## src/rtl/ppi_bus_sequencer_pkg.sv

```systemverilog
// Shared types and constants for the PPI8255A bus sequencer.
// Exports: seqState_t (FSM states), phaseCnt_t (phase down-counter),
//          ppiOp_t (latched bus operation), CTRL_ADDR, MODE_FLAG_BIT, phaseLoad().
package ppi_bus_sequencer_pkg;

    localparam int unsigned PHASE_CNT_W   = 4;
    localparam logic [1:0]  CTRL_ADDR     = 2'b11;
    localparam int unsigned MODE_FLAG_BIT = 7;

    typedef enum logic [2:0] {
        ST_INIT,
        ST_IDLE,
        ST_SETUP,
        ST_STROBE,
        ST_HOLD,
        ST_DONE
    } seqState_t;

    typedef logic [PHASE_CNT_W-1:0] phaseCnt_t;

    // One bus operation as latched at grant (or at init).
    typedef struct packed {
        logic       isWr;
        logic       isInit;
        logic [1:0] addr;
        logic [7:0] data;
    } ppiOp_t;

    // Counter value that makes a phase last 'clocks' cycles when counting down to zero.
    function automatic phaseCnt_t phaseLoad(input int unsigned clocks);
        return PHASE_CNT_W'(clocks - 1);
    endfunction

endpackage

```

## src/rtl/ppi_rr_arbiter.sv

```systemverilog
// Round-robin arbiter for the PPI bus sequencer.
// Ports: Clk/Reset (sync, active-high), enable (grant allowed this clock),
//        req (request vector), grantValid_c/grantIdx_c (combinational winner).
// The last-grant pointer advances only when a grant is actually issued.
module ppi_rr_arbiter
    import ppi_bus_sequencer_pkg::*;
#(
    parameter int unsigned NREQ  = 2,
    parameter int unsigned IDX_W = (NREQ > 1) ? $clog2(NREQ) : 1
) (
    input  logic             Clk,
    input  logic             Reset,
    input  logic             enable,
    input  logic [NREQ-1:0]  req,
    output logic             grantValid_c,
    output logic [IDX_W-1:0] grantIdx_c
);

    logic [IDX_W-1:0] lastGrant;

    // Search starts one past the previous winner and wraps.
    always_comb begin
        grantValid_c = 1'b0;
        grantIdx_c   = '0;
        for (int unsigned off = 1; off <= NREQ; off++) begin
            for (int unsigned i = 0; i < NREQ; i++) begin
                if (enable && !grantValid_c && req[i] &&
                    ((32'(lastGrant) + off) % NREQ) == i) begin
                    grantValid_c = 1'b1;
                    grantIdx_c   = IDX_W'(i);
                end
            end
        end
    end

    // Reset to NREQ-1 so requester 0 has first priority.
    always_ff @(posedge Clk) begin
        if (Reset) begin
            lastGrant <= IDX_W'(NREQ - 1);
        end else if (grantValid_c) begin
            lastGrant <= grantIdx_c;
        end
    end

endmodule

```

## src/rtl/ppi_bus_sequencer.sv

```systemverilog
// Bus master for the PPI8255A host interface.
// After reset writes CFG_WORD to the control register, then serves NREQ
// requesters round-robin, each as one setup/strobe/hold bus cycle.
// Ports: Clk/Reset (sync, active-high); req/req_wr/req_addr/req_wdata (requester side);
//        ack/rdata/busy/init_done/cfg_shadow (status); nCs/nRe/nWr/A/d_out/d_oe/d_in (PPI pins).
// All outputs are registered.
module ppi_bus_sequencer
    import ppi_bus_sequencer_pkg::*;
#(
    parameter int unsigned NREQ     = 2,
    parameter logic [7:0]  CFG_WORD = 8'h80,
    parameter int unsigned T_SETUP  = 2,
    parameter int unsigned T_STROBE = 3,
    parameter int unsigned T_HOLD   = 1
) (
    input  logic              Clk,
    input  logic              Reset,
    input  logic [NREQ-1:0]   req,
    input  logic [NREQ-1:0]   req_wr,
    input  logic [2*NREQ-1:0] req_addr,
    input  logic [8*NREQ-1:0] req_wdata,
    output logic [NREQ-1:0]   ack,
    output logic [7:0]        rdata,
    output logic              busy,
    output logic              init_done,
    output logic [7:0]        cfg_shadow,
    output logic              nCs,
    output logic              nRe,
    output logic              nWr,
    output logic [1:0]        A,
    output logic [7:0]        d_out,
    output logic              d_oe,
    input  logic [7:0]        d_in
);

    localparam int unsigned IDX_W = (NREQ > 1) ? $clog2(NREQ) : 1;

    seqState_t        state, stateNext;
    phaseCnt_t        phaseCnt, phaseCntNext;
    ppiOp_t           op, opNext;
    logic [IDX_W-1:0] opGrant, opGrantNext;
    logic [7:0]       readBuf, readBufNext;

    logic [NREQ-1:0]  ackNext;
    logic [7:0]       rdataNext, cfgShadowNext, dOutNext;
    logic             busyNext, initDoneNext, nCsNext, nReNext, nWrNext, dOeNext;
    logic [1:0]       aNext;

    logic             grantValid_c;
    logic [IDX_W-1:0] grantIdx_c;
    ppiOp_t           reqOp_c;
    logic             startCycle_c;
    ppiOp_t           startOp_c;

    ppi_rr_arbiter #(
        .NREQ  (NREQ),
        .IDX_W (IDX_W)
    ) u_arbiter (
        .Clk          (Clk),
        .Reset        (Reset),
        .enable       ((state == ST_IDLE) && init_done),
        .req          (req),
        .grantValid_c (grantValid_c),
        .grantIdx_c   (grantIdx_c)
    );

    // Winner's request fields.
    always_comb begin
        reqOp_c = '0;
        for (int unsigned i = 0; i < NREQ; i++) begin
            if (grantIdx_c == IDX_W'(i)) begin
                reqOp_c.isWr = req_wr[i];
                reqOp_c.addr = req_addr[2*i +: 2];
                reqOp_c.data = req_wdata[8*i +: 8];
            end
        end
    end

    // Next-state and next-output logic.
    always_comb begin
        stateNext     = state;
        phaseCntNext  = phaseCnt;
        opNext        = op;
        opGrantNext   = opGrant;
        readBufNext   = readBuf;
        ackNext       = '0;
        rdataNext     = rdata;
        busyNext      = busy;
        initDoneNext  = init_done;
        cfgShadowNext = cfg_shadow;
        nCsNext       = nCs;
        nReNext       = nRe;
        nWrNext       = nWr;
        aNext         = A;
        dOutNext      = d_out;
        dOeNext       = d_oe;
        startCycle_c  = 1'b0;
        startOp_c     = '0;

        case (state)
            ST_INIT: begin
                startCycle_c     = 1'b1;
                startOp_c.isWr   = 1'b1;
                startOp_c.isInit = 1'b1;
                startOp_c.addr   = CTRL_ADDR;
                startOp_c.data   = CFG_WORD;
            end
            ST_IDLE: begin
                if (grantValid_c) begin
                    startCycle_c = 1'b1;
                    startOp_c    = reqOp_c;
                    opGrantNext  = grantIdx_c;
                end
            end
            ST_SETUP: begin
                if (phaseCnt == '0) begin
                    stateNext    = ST_STROBE;
                    phaseCntNext = phaseLoad(T_STROBE);
                    nWrNext      = ~op.isWr;
                    nReNext      = op.isWr;
                end else begin
                    phaseCntNext = phaseCnt - 1'b1;
                end
            end
            ST_STROBE: begin
                if (phaseCnt == '0) begin
                    stateNext    = ST_HOLD;
                    phaseCntNext = phaseLoad(T_HOLD);
                    nWrNext      = 1'b1;
                    nReNext      = 1'b1;
                    readBufNext  = d_in;
                end else begin
                    phaseCntNext = phaseCnt - 1'b1;
                end
            end
            ST_HOLD: begin
                if (phaseCnt == '0) begin
                    stateNext = ST_DONE;
                    nCsNext   = 1'b1;
                    dOeNext   = 1'b0;
                    if (op.isWr && op.addr == CTRL_ADDR && op.data[MODE_FLAG_BIT]) begin
                        cfgShadowNext = op.data;
                    end
                    if (!op.isWr) begin
                        rdataNext = readBuf;
                    end
                    if (op.isInit) begin
                        initDoneNext = 1'b1;
                    end else begin
                        for (int unsigned i = 0; i < NREQ; i++) begin
                            if (opGrant == IDX_W'(i)) begin
                                ackNext[i] = 1'b1;
                            end
                        end
                    end
                end else begin
                    phaseCntNext = phaseCnt - 1'b1;
                end
            end
            ST_DONE: begin
                stateNext = ST_IDLE;
                busyNext  = 1'b0;
            end
            default: begin
                stateNext = ST_INIT;
            end
        endcase

        // Common entry into SETUP for both the init write and granted requests.
        if (startCycle_c) begin
            stateNext    = ST_SETUP;
            phaseCntNext = phaseLoad(T_SETUP);
            opNext       = startOp_c;
            busyNext     = 1'b1;
            nCsNext      = 1'b0;
            aNext        = startOp_c.addr;
            dOeNext      = startOp_c.isWr;
            if (startOp_c.isWr) begin
                dOutNext = startOp_c.data;
            end
        end
    end

    // State and output registers.
    always_ff @(posedge Clk) begin
        if (Reset) begin
            state      <= ST_INIT;
            phaseCnt   <= '0;
            op         <= '0;
            opGrant    <= '0;
            readBuf    <= '0;
            ack        <= '0;
            rdata      <= '0;
            busy       <= 1'b0;
            init_done  <= 1'b0;
            cfg_shadow <= '0;
            nCs        <= 1'b1;
            nRe        <= 1'b1;
            nWr        <= 1'b1;
            A          <= '0;
            d_out      <= '0;
            d_oe       <= 1'b0;
        end else begin
            state      <= stateNext;
            phaseCnt   <= phaseCntNext;
            op         <= opNext;
            opGrant    <= opGrantNext;
            readBuf    <= readBufNext;
            ack        <= ackNext;
            rdata      <= rdataNext;
            busy       <= busyNext;
            init_done  <= initDoneNext;
            cfg_shadow <= cfgShadowNext;
            nCs        <= nCsNext;
            nRe        <= nReNext;
            nWr        <= nWrNext;
            A          <= aNext;
            d_out      <= dOutNext;
            d_oe       <= dOeNext;
        end
    end

endmodule

```

## config.mk

```make
export PLATFORM = sky130hd
export DESIGN_NAME = ppi_bus_sequencer
export DESIGN_NICKNAME = d
export VERILOG_FILES = /design/src/rtl/ppi_bus_sequencer_pkg.sv /design/src/rtl/ppi_rr_arbiter.sv /design/src/rtl/ppi_bus_sequencer.sv
export SDC_FILE = /design/constraint.sdc
export NUM_CORES = 1
export LEC_CHECK = 0
export CAP_MARGIN = 20
export CORE_ASPECT_RATIO = 0.8
export CORE_MARGIN = 8
export CORE_UTILIZATION = 40
export DETAILED_ROUTE_END_ITERATION = 8
export GPL_TIMING_DRIVEN = 1
export HOLD_SLACK_MARGIN = 0.02
export PLACE_DENSITY_LB_ADDON = 0.25
export SLEW_MARGIN = 20
export SYNTH_ARGS = -nofsm -noshare
export SYNTH_HDL_FRONTEND = slang
export SYNTH_SLANG_ARGS = --single-unit
export TNS_END_PERCENT = 50
```

## constraint.sdc

```tcl
create_clock -name Clk -period 3.34 [get_ports Clk]
set_input_delay 0.501 -clock Clk [delete_from_list [all_inputs] [get_ports Clk]]
set_output_delay 0.501 -clock Clk [all_outputs]
set_load 0.03 [all_outputs]
```

==> results of run 1 <==
-- cell usage in the layout (no fill, tap or decap), types with 4 or more instances in the layout --
cell type,netlist,final
nand3_1,5,5
clkbuf_8,0,12
clkdlybuf4s50_1,0,67
mux2_2,4,4
nor3_1,6,6
o2bb2ai_1,5,5
inv_1,5,5
o211ai_1,7,7
ha_1,5,5
a21oi_1,24,24
o21ai_0,19,19
mux2i_1,25,25
dfxtp_1,61,61
nor2_1,28,28
o31ai_1,5,5
nand2b_1,4,4
nand2_1,26,26
o2111ai_1,5,5
-- worst max-delay path, delay by kind of cell --
family | cells | cell delay [ns]
AOI/OAI and AO/OA | 3 | 1.07
buffers and inverters | 1 | 0.54
muxes | 1 | 0.43
-- power by group --
part / switching [uW] / leakage, uW / internal [uW] / total (uW)
Sequential: 106 / 0.000495 / 820 / 926
Combinational: 484 / 0.000659 / 303 / 787
Clock: 280 / 0.000115 / 477 / 757
Total: 871 / 0.00127 / 1600 / 2470
-- per-stage QoR --
step	hold slack (ns)	instances	power, uW
after floorplan	0.4160	279	1485
after global placement	0.4321	413	1714
after detailed placement	0.4431	413	1726
after CTS	0.4525	428	2484
after global routing	0.4767	428	2608
final	0.4513	428	2470
-- final cells by class --
type	instances	area, um2
fillers	587	2818
multi-input cells	195	1270
flip-flops and latches	61	1221
repair buffers	68	678.2
clock buffers	12	165.2
well taps	84	105.1
clock inverters	3	67.56
inverters	5	18.77
-- how the worst min path moves through the flow --
stage	endpoint	slack (ns)	cells after the start
detailed placement	rdata[6]	0.44	2
finish	rdata[6]	0.45	2
global placement	ack[0]	0.43	1
CTS	rdata[6]	0.45	2
floorplan	ack[0]	0.42	1
global route	rdata[1]	0.48	2
-- sequential cells by signal, summed over array words and instances, names as in the netlist --
name / count
d_out: 8
d_oe: 1
state: 3
u_arbiter.lastGrant: 1
busy: 1
cfg_shadow: 8
readBuf: 8
ack: 2
rdata: 8
opGrant: 1
nCs: 1
init_done: 1
nRe: 1
nWr: 1
op: 12
phaseCnt: 4
-- cells by family (layout without fill, tap and decap cells) --
logic type | count (synthesis) | after routing
simple gates | 85 | 85
compound gates | 76 | 76
flops | 61 | 61
mux | 29 | 29
buf+inv | 23 | 88
fa+ha+maj | 5 | 5
-- metal layers --
metal  track usage (%)  share of wire, %  up-vias
met5                 0                 0        -
met4             4.204              0.63        0
met2             22.05                44       57
met1             19.64                48     1065
li1                  -                 -     1121
met3             6.397               7.2        6
==> flow_summary.json, run 1 <==
{
  "status": "finished clean",
  "antenna_found_initial": 0,
  "synth_top_area_share_pct": 47.08,
  "reg2reg_from": "state[1]",
  "synthAdderAreaFrac_pct": 2.412,
  "drt-initial-drc-count": 146,
  "cp_max_fo": 8,
  "grt_max_degree": 43,
  "p_leak_uw": 0.001269,
  "slew_violations": 0,
  "power_density_nw_per_um2": 700.6,
  "ys.flop_type": "dfxtp_1",
  "tns_ns": 0,
  "die_y_um": 88.03,
  "cts_sinks": 61,
  "finalSetupViolations": 0,
  "die_area_um2": 9333,
  "placed_area_um2": 3293,
  "ys_ff_latch": 61,
  "slowest_stage": "clkdlybuf4s50_1",
  "hold_viol": 0,
  "clk_latency_ns": 0.33,
  "grt.overflow.total": 0,
  "numCtsBuffers": 9,
  "port_buffers": 67,
  "reg2regPathDepth": 6,
  "fp-row-count": 26,
  "dr_total_vias": 2249,
  "cts_resized": 0,
  "yosys-top-cells-count": "61 x dfxtp_1, 28 x nor2_1, 26 x nand2_1, 25 x mux2i_1, 24 x a21oi_1",
  "hold_buffers": 0,
  "pre_cts_slack_ns": 0.6867,
  "ant_nets": 0,
  "synth-async-reset-ratio_pct": 0,
  "fin_util_pct": 55.58,
  "io_pins": 68,
  "synth.avg_cell_area_um2": 9.297,
  "worstReg2RegEnd": "d_out[0]",
  "tightest_slew_ns": 0.9350,
  "die_x_um": 106.0,
  "synth-xor-area-share_pct": 0,
  "dr.pass1.iters": 4,
  "max_freq_mhz": 427.5,
  "routed_wl_mm": 6.972,
  "ir_drop_mv": 0.3167,
  "dpl.hpwl_mm": 4.959,
  "netlist_area_um2": 2594,
  "muxShareOfSynthArea_pct": 11.38,
  "crit_chain": "clkdlybuf4s50_1 > a21boi_2 > mux2_2 > a21oi_1 > o31ai_1",
  "crit_required_ns": 3.54,
  "post_cts_buffers": 0,
  "maxCapViolations": 0,
  "rsz0062_at_grt": "no",
  "yosys-top-cells-area": "dfxtp_1 47%, mux2i_1 9.6%, a21oi_1 4.6%, nor2_1 4.1%, nand2_1 3.8%",
  "crit_start": "req[1]",
  "synth_top_area_cell": "dfxtp_1",
  "yosys.area_share.simple_pct": 16.40,
  "startpoint_type": "input pin",
  "place.gp.congestion": 0.7677,
  "clockRootBuffer": "clkbuf_8",
  "synth_compound_area_share_pct": 18.77,
  "diodes": 0,
  "fin_crit_ns": 2.339,
  "slowest_delay_ns": 0.54,
  "r2r_setup_slack_ns": 1.03,
  "fin_ws_ns": 1.001,
  "viasPerCell": 5.255,
  "cts_buffer_depth": 2,
  "h-tree-depth": 3,
  "wl_per_cell_um": 16.29,
  "synth_top_family_by_area": "compound AO/OA/AOI/OAI gates",
  "layout-drive-gt1-share_pct": 7.558,
  "seq_area_frac_synth_pct": 47.08,
  "core_um2": 6344,
  "endpoint_kind": "register",
  "clkTransAtPathRegs_ns": 0.07,
  "fin_nets": 379,
  "grt_use_total_pct": 15.04,
  "cp_data_arrival_time_ns": 2.54,
  "drc": 0,
  "ys_types": 41,
  "syn-num-nets": 318,
  "cts_tree": "done",
  "fin_crit_sh_pct": 70.04,
  "hold_path.class": "register to register",
  "final_area_um2": 3526,
  "grt_first_pass_wirelength_mm": 11.14,
  "skew_ns": 0.004889,
  "hold_start": "readBuf[6]",
  "yosysMostFrequentCell": "dfxtp_1",
  "critPathCapture": "d_out[0]",
  "synth_warnings": 0,
  "worstSetupPathType": "input pin to register",
  "grt_pass1_vias": 2138,
  "syn_to_final_growth_pct": 35.94,
  "synth-edff-count": 0,
  "maxSlewHeadroom_pct": 37.39,
  "initial_core_util_pct": 40.89,
  "synthesis.instances": 279
}
Note: power is estimated with default switching activity, not from simulation.
==> inputs of run 2 (changes only) <==
Clock period 3.34 ns to 2.4 ns, I/O delays scaled along.
==> flow_summary.json, run 2 (synthesized netlist as in run 1, its figures left out) <==
{
  "cts_tree": "done",
  "port_buffers": 67,
  "viasPerCell": 5.275,
  "skew_ns": 0.008957,
  "h-tree-depth": 3,
  "syn_to_final_growth_pct": 38.16,
  "dpl.hpwl_mm": 5.193,
  "rsz0062_at_grt": "no",
  "fin_ws_ns": 0.4076,
  "maxCapViolations": 0,
  "worstSetupPathType": "register to register",
  "reg2reg_from": "state[0]",
  "post_cts_buffers": 0,
  "grt_use_total_pct": 15.95,
  "clkTransAtPathRegs_ns": 0.07,
  "cp_data_arrival_time_ns": 2.23,
  "numCtsBuffers": 9,
  "fin_nets": 388,
  "fin_crit_sh_pct": 83.02,
  "crit_start": "state[0]",
  "dr_total_vias": 2305,
  "place.gp.congestion": 0.8751,
  "dp.cells": 422,
  "slew_violations": 0,
  "cts_resized": 0,
  "diodes": 0,
  "drt-initial-drc-count": 117,
  "hold_start": "readBuf[0]",
  "crit_required_ns": 2.64,
  "final_cell_mix": "67 x clkdlybuf4s50_1, 61 x dfxtp_1, 28 x nor2_1",
  "fin_util_pct": 56.49,
  "tightest_slew_ns": 0.9152,
  "core_um2": 6344,
  "cp_max_fo": 12,
  "io_pins": 68,
  "holdWs_ns": 0.4559,
  "drc": 0,
  "routed_wl_mm": 7.156,
  "finalNonFillerCells": 437,
  "endpoint_kind": "register",
  "fp-row-count": 26,
  "pre_cts_slack_ns": 0.2229,
  "initial_core_util_pct": 40.89,
  "largest_reg_flops": 12,
  "wl_per_cell_um": 16.38,
  "finalSetupViolations": 0,
  "hold_viol": 0,
  "fin_crit_ns": 1.992,
  "fillCellCount": 573,
  "tns_ns": 0,
  "top_register": "op",
  "p_leak_uw": 0.001308,
  "seqCellArea_um2": 1221,
  "clk_latency_ns": 0.34,
  "max_freq_mhz": 501.9,
  "layout-drive-gt1-share_pct": 9.915,
  "grt_first_pass_wirelength_mm": 11.62,
  "die_x_um": 106.0,
  "grt.overflow.total": 0,
  "cts_sinks": 61,
  "die_y_um": 88.03,
  "maxSlewHeadroom_pct": 38.72,
  "status": "finished clean",
  "grt_max_degree": 43,
  "cts_buffer_depth": 2,
  "clockRootBuffer": "clkbuf_8",
  "antenna_found_initial": 0,
  "ir_drop_mv": 0.4398,
  "die_area_um2": 9333,
  "dr.pass1.iters": 4,
  "ant_nets": 0,
  "layout.cells.most_common": "clkdlybuf4s50_1",
  "multiInputGateArea_um2": 1270,
  "hold_path.class": "register to register",
  "power_density_nw_per_um2": 973.2,
  "startpoint_type": "register",
  "grt_pass1_vias": 2247,
  "hold_buffers": 0
}
==> run 2: changes by cell type in the layout (fill, tap and decap cells not counted), sizes merged <==
cell / delta
clkinv: +2
buf: +9
clkbuf: -2
==> run 2: final timing paths <==
kind	to	slack [ns]	cells past startpoint
worst max-delay path	d_out[2]	0.41	4
worst min-delay path	rdata[0]	0.46	2
worst max register to register	d_out[2]	0.41	4
worst min register to register	rdata[0]	0.46	2
==> run 2: stage by stage <==
stage / total power [uW] / cell area [um2]
final: 3487 / 3583
after CTS: 3510 / 3583
after detailed placement: 2485 / 3361
after global routing: 3716 / 3583
after global placement: 2468 / 3361
after floorplan: 2066 / 2594
==> run 2: power breakdown <==
group / switching, uW / internal (uW) / total (uW)
Clock: 404 / 610 / 1010
Combinational: 689 / 495 / 1180
Sequential: 149 / 1140 / 1290
Total: 1240 / 2250 / 3490
==> run 2: critical path, cell delays in order, from the launching register on <==
cell and delay, ns:
dfxtp_1 0.53, and4bb_1 0.36, o211a_2 0.39, nand2_1 0.28, o31ai_1 0.33
==> run 2: area by class of cell <==
type	count	share of cell area (%)
Multi-Input combinational cell	195	35.44
Clock inverter	5	2.374
Inverter	5	0.5237
Timing Repair Buffer	77	20.81
Sequential cell	61	34.08
Tap cell	84	2.933
Clock buffer	10	3.841
==> run 2: layer usage <==
metal / vias to the layer above / routed length, um / track usage, %
met2: 68 / 3198 / 23.75
met3: 8 / 397 / 6.838
met5: - / 0 / 0
met4: 0 / 83 / 5.350
li1: 1146 / - / -
met1: 1083 / 3476 / 20.21
